==> src/rtl/div_seq_if.sv <==
// Request/response bundle between the EX stage and the iterative divider.
// EX drives the master side; the divider implements the slave side.
interface div_seq_if;
   logic        signed_div_i;
   logic [31:0] opdata1_i;
   logic [31:0] opdata2_i;
   logic        start_i;
   logic        annul_i;
   logic [63:0] result_o;
   logic        ready_o;
   logic        stallreq_o;

   modport master (
      output signed_div_i, opdata1_i, opdata2_i, start_i, annul_i,
      input  result_o, ready_o, stallreq_o
   );

   modport slave (
      input  signed_div_i, opdata1_i, opdata2_i, start_i, annul_i,
      output result_o, ready_o, stallreq_o
   );
endinterface

==> src/rtl/div_seq.sv <==
// Restoring 32-bit divider, one quotient bit per cycle, for div/divu in EX.
// Returns {remainder, quotient}; stalls the pipeline while a request is pending.
module div_seq (
   input logic      clk,
   input logic      rst,
   div_seq_if.slave bus
);
   typedef enum logic [1:0] {S_FREE, S_BYZERO, S_ON, S_END} state_t;

   state_t      state, state_nxt;
   logic [5:0]  cnt, cnt_nxt;
   logic [63:0] result, result_nxt;
   logic [63:0] dividend, dividend_nxt;
   logic [31:0] divisor, divisor_nxt;
   logic        qneg, qneg_nxt;
   logic        rneg, rneg_nxt;

   logic [31:0]        mag1, mag2;
   logic               sign1, sign2;
   logic signed [32:0] diff;

   // Two's complement negate with 32-bit wrap-around (0x80000000 maps to itself).
   function automatic logic [31:0] neg_if(input logic neg, input logic [31:0] v);
      return neg ? (~v + 32'd1) : v;
   endfunction

   assign sign1 = bus.signed_div_i & bus.opdata1_i[31];
   assign sign2 = bus.signed_div_i & bus.opdata2_i[31];
   assign mag1  = neg_if(sign1, bus.opdata1_i);
   assign mag2  = neg_if(sign2, bus.opdata2_i);

   // Window [63:31] holds partial remainder * 2 plus the next dividend bit.
   assign diff = $signed(dividend[63:31] - {1'b0, divisor});

   always_comb begin
      state_nxt    = state;
      cnt_nxt      = cnt;
      result_nxt   = result;
      dividend_nxt = dividend;
      divisor_nxt  = divisor;
      qneg_nxt     = qneg;
      rneg_nxt     = rneg;
      case (state)
         S_FREE: begin
            if (bus.start_i && !bus.annul_i) begin
               if (bus.opdata2_i == 32'd0) begin
                  state_nxt = S_BYZERO;
               end else begin
                  divisor_nxt  = mag2;
                  dividend_nxt = {32'd0, mag1};
                  qneg_nxt     = sign1 ^ sign2;
                  rneg_nxt     = sign1;
                  cnt_nxt      = 6'd0;
                  state_nxt    = S_ON;
               end
            end
         end
         S_BYZERO: begin
            if (bus.annul_i) begin
               state_nxt = S_FREE;
            end else begin
               result_nxt = 64'd0;
               state_nxt  = S_END;
            end
         end
         S_ON: begin
            if (bus.annul_i || !bus.start_i) begin
               state_nxt = S_FREE;
            end else if (cnt != 6'd32) begin
               if (diff < 0)
                  dividend_nxt = {dividend[62:0], 1'b0};
               else
                  dividend_nxt = {diff[31:0], dividend[30:0], 1'b1};
               cnt_nxt = cnt + 6'd1;
            end else begin
               result_nxt = {neg_if(rneg, dividend[63:32]), neg_if(qneg, dividend[31:0])};
               state_nxt  = S_END;
            end
         end
         S_END: begin
            if (bus.annul_i || !bus.start_i)
               state_nxt = S_FREE;
         end
         default: state_nxt = S_FREE;
      endcase
   end

   always_ff @(posedge clk) begin
      if (rst) begin
         state  <= S_FREE;
         cnt    <= 6'd0;
         result <= 64'd0;
      end else begin
         state  <= state_nxt;
         cnt    <= cnt_nxt;
         result <= result_nxt;
      end
   end

   // Datapath registers are only meaningful after acceptance, so they carry no reset.
   always_ff @(posedge clk) begin
      dividend <= dividend_nxt;
      divisor  <= divisor_nxt;
      qneg     <= qneg_nxt;
      rneg     <= rneg_nxt;
   end

   assign bus.result_o   = result;
   assign bus.ready_o    = (state == S_END);
   assign bus.stallreq_o = !rst && bus.start_i && (state != S_END);
endmodule
==> src/flat_wrapper.sv <==
// flat-port wrapper written by rule: the top's interface ports become plain ports
module div_seq_flat 
  (clk, rst, bus_signed_div_i, bus_opdata1_i, bus_opdata2_i, bus_start_i, bus_annul_i, bus_result_o, bus_ready_o, bus_stallreq_o);
  div_seq_if bus_i ();
  input logic clk;
  input logic rst;
  input wire logic [$bits(bus_i.signed_div_i)-1:0] bus_signed_div_i;
  input wire logic [$bits(bus_i.opdata1_i)-1:0] bus_opdata1_i;
  input wire logic [$bits(bus_i.opdata2_i)-1:0] bus_opdata2_i;
  input wire logic [$bits(bus_i.start_i)-1:0] bus_start_i;
  input wire logic [$bits(bus_i.annul_i)-1:0] bus_annul_i;
  output wire logic [$bits(bus_i.result_o)-1:0] bus_result_o;
  output wire logic [$bits(bus_i.ready_o)-1:0] bus_ready_o;
  output wire logic [$bits(bus_i.stallreq_o)-1:0] bus_stallreq_o;
  assign bus_i.signed_div_i = bus_signed_div_i;
  assign bus_i.opdata1_i = bus_opdata1_i;
  assign bus_i.opdata2_i = bus_opdata2_i;
  assign bus_i.start_i = bus_start_i;
  assign bus_i.annul_i = bus_annul_i;
  assign bus_result_o = bus_i.result_o;
  assign bus_ready_o = bus_i.ready_o;
  assign bus_stallreq_o = bus_i.stallreq_o;
  div_seq u_core (.clk(clk), .rst(rst), .bus(bus_i));
endmodule
==> config.mk <==
export PLATFORM = sky130hd
export DESIGN_NAME = div_seq_flat
export DESIGN_NICKNAME = d
export VERILOG_FILES = /design/src/rtl/div_seq_if.sv /design/src/rtl/div_seq.sv /design/src/flat_wrapper.sv
export SDC_FILE = /design/constraint.sdc
export NUM_CORES = 1
export LEC_CHECK = 0
export CELL_PAD_IN_SITES_DETAIL_PLACEMENT = 1
export CELL_PAD_IN_SITES_GLOBAL_PLACEMENT = 1
export CORE_MARGIN = 5
export CORE_UTILIZATION = 46
export CTS_CLUSTER_DIAMETER = 150
export CTS_CLUSTER_SIZE = 12
export DETAILED_ROUTE_END_ITERATION = 16
export GPL_TIMING_DRIVEN = 1
export PLACE_DENSITY_LB_ADDON = 0.05
export REMOVE_ABC_BUFFERS = 1
export SYNTH_ARGS = -nofsm -noshare
export SYNTH_HDL_FRONTEND = slang
export SYNTH_SLANG_ARGS = --single-unit
==> constraint.sdc <==
create_clock -name clk -period 16.1 [get_ports clk]
set_input_delay 1.61 -clock clk [delete_from_list [all_inputs] [get_ports clk]]
set_output_delay 1.61 -clock clk [all_outputs]
set_load 0.01 [all_outputs]
==> qor.txt <==
Peak VDD IR: 0.0546 mV
max-cap viol count: 0
synth unique cells: 67
flops & latches, synth: 170
Logic pwr share: 17.2%
Setup Buffers After CTS: 0
global route total overflow: 0
delay-heaviest family, CP: simple AND/OR/NAND/NOR gates
Setup-failing EPs final: 0
Layout Utilization: 56.3%
Residual DRC: 0
Setup crit start: bus_opdata2_i[8]
net switching power: 0.000305 W
fill cell count: 2,606
CP max stage delay: 0.61 ns
Most common cell on crit path: or4_1
Worst-Skew Late Latency: 0.43 ns
via count: 9,301
TNS Setup: 0 ns
FMAX: 0.202 GHz
max-slew violations: 0
register-to-register setup slack: 11.94 ns
Reg power frac: 46.3%
Final Hold Viols: 0
CTS Buffer Depth: 2
routed vias/inst: 5.85
EDFF count, synth: 98
commonest non-fill, non-tap cell in the layout: clkdlybuf4s50_1
Die Wd: 162 um
Critical-path top delay cell: or4_1
crit path max fanout: 71
Crit Path Class: input port to register
1st-iter DRT viols: 625
reg-to-reg startpoint: u_core.dividend[42]
Syn Area/Cell: 9.03 sq um
largest net degree at the start of global routing: 72
Yosys Warn Count: 0
Min Clock Period, post-route: 4.94 ns
Area growth syn-to-layout: 20.4%
hold_sp: u_core.bus.result_o[61]
routability cong.: 0.885
Hold Path Class: register to register
wire per inst: 19.9 um
Die Area: 26,200 sq um
register area: 4380 sq um
RSZ-0062 raised after global routing: false
worst-margin pin slew: 0.980 ns
port bufs: 134
DR pass1 iterations: 5
Syn Inst Count: 1,176
crit share post-route: 30.7%
first-pass GRT wire length: 51,100 um
clk sinks: 170
Clock Pin Slew Worst Setup and Hold Paths: 0.07 ns
crit-path cells: clkdlybuf4s50_1, or4_1, or4_1, or3_1, nor2_1, and3_1, and2_1, a211oi_4, buf_4, o211a_1, nor3_1
htree depth: 4
Resized Gates After CTS: 0
post-synthesis sequential area ratio: 41.3%
die height: 162 um
PwrDens: 83.1 nW/um^2
crit path launch type: input port
CTS tree: built
total global-route track usage: 24.1%
P_int: 0.000758 W
Post-synth ARST share: 0%
I/O pin cnt: 135
Final nets: 1,398
vias in the first global route: 9,610
type of destination of the critical path: register
Post-CTS Hold Fix Bufs: 0
Post-DRT Antenna Nets: 0
outcome: complete, no violations
worst path bufs/invs: 2
Leakage: 4.65 nW
clock share of power: 36.5%
Clock Tree Root: clkbuf_16
initial antenna violation count: 0
most frequent cells in the layout: 133 x clkdlybuf4s50_1, 126 x nand2_1, 106 x nor2_1
Total Wirelength: 31,700 um
Synth Cell Area: 10,600 sq um
total CTS buffers: 17
Max-slew headroom: 34.7%
row cnt: 55
Post-DP HPWL: 23,100 um
CP arrival: 5.30 ns
fraction of layout cells with a size suffix above 1: 5.30%
switch share: 28.7%
Req. time, crit path: 16.46 ns
Initial Util: 46.8%
Synth Flop Type: edfxtp_1
Core Area: 22,700 sq um
multi-input logic area: 5870 sq um
Setup Skew: 0.0133 ns
stage by stage:
step	total power [W]	hold WS [ns]	area, sq um	setup WS (ns)	cells
finish	0.00106	0.493	12800	11.16	1589
global route	0.00111	0.517	12800	10.96	1588
CTS	0.00107	0.495	12800	11.14	1588
detailed placement	0.000683	0.472	12200	10.70	1556
global placement	0.000677	0.462	12200	10.75	1556
floorplan	0.000616	0.442	10400	7.62	1124
registers in the layout, summed over array words and instances (netlist names):
register             count
u_core.bus.result_o     64
u_core.cnt               6
u_core.dividend         64
u_core.divisor          32
u_core.qneg              1
u_core.rneg              1
u_core.state             2
per-layer routing:
| layer | global-route usage (%) | vias up | wire (um) |
|---|---|---|---|
| met2 | 41.3 | 193 | 15400 |
| li1 | - | 4487 | - |
| met1 | 32.2 | 4582 | 14500 |
| met5 | 0 | - | 0 |
| met4 | 6.42 | 0 | 601 |
| met3 | 3.27 | 39 | 1100 |
area by class of cell:
cell class | instances | area share, %
multi-input cells | 901 | 45.9
flip-flops and latches | 170 | 34.3
repair buffers | 147 | 11.2
clock buffers | 19 | 3.46
well taps | 285 | 2.79
inverters | 53 | 1.56
clock inverters | 13 | 0.744
diodes | 1 | 0.0196
power by group through the flow:
stage / logic (W) / registers, W / clock network (W)
after detailed placement: 0.000181 / 0.000501 / 0
final: 0.000183 / 0.000492 / 0.000388
after CTS: 0.000184 / 0.000492 / 0.000394
after global routing: 0.000202 / 0.000493 / 0.000413
after global placement: 0.000176 / 0.000500 / 0
after floorplan: 0.000117 / 0.000499 / 0
cell families after synthesis:
logic type      after synthesis  synth area share [%]
compound gates              322                  19.7
simple gates                377                  16.8
mux                          20                  1.89
fa+ha+maj                    39                  4.67
buf+inv                     105                  3.83
xor+xnor                    143                  11.8
flops                       170                  41.3
synthesized netlist by cell type, types with 8 or more instances:
master	instances	share of area [%]
clkbuf_1	47	1.7
nor2b_1	8	0.47
ha_1	38	4.5
xor2_1	60	4.9
a21oi_1	79	3.7
nor3_1	31	1.5
mux2i_1	20	1.9
a21o_1	11	0.78
nand3_1	14	0.66
nand2_1	126	4.5
inv_1	52	1.8
dfxtp_1	72	14
edfxtp_1	98	28
o31ai_1	25	1.8
nor4_1	13	0.77
o21ai_0	85	4.0
nand4_1	8	0.47
o41ai_1	19	1.6
and2_1	9	0.53
nor2_1	108	3.8
a22o_1	18	1.5
nand2b_1	16	0.94
xnor2_1	83	6.8
a22oi_1	36	2.5
worst paths after layout:
| kind | depth (start not counted) | endpoint |
|---|---|---|
| worst max-delay path | 11 | u_core.cnt[2] |
| worst max register to register | 10 | u_core.dividend[35] |
| worst min-delay path | 1 | u_core.bus.result_o[61] |
| worst min register to register | 1 | u_core.bus.result_o[61] |
No activity file was read; power rests on OpenSTA's default activity.
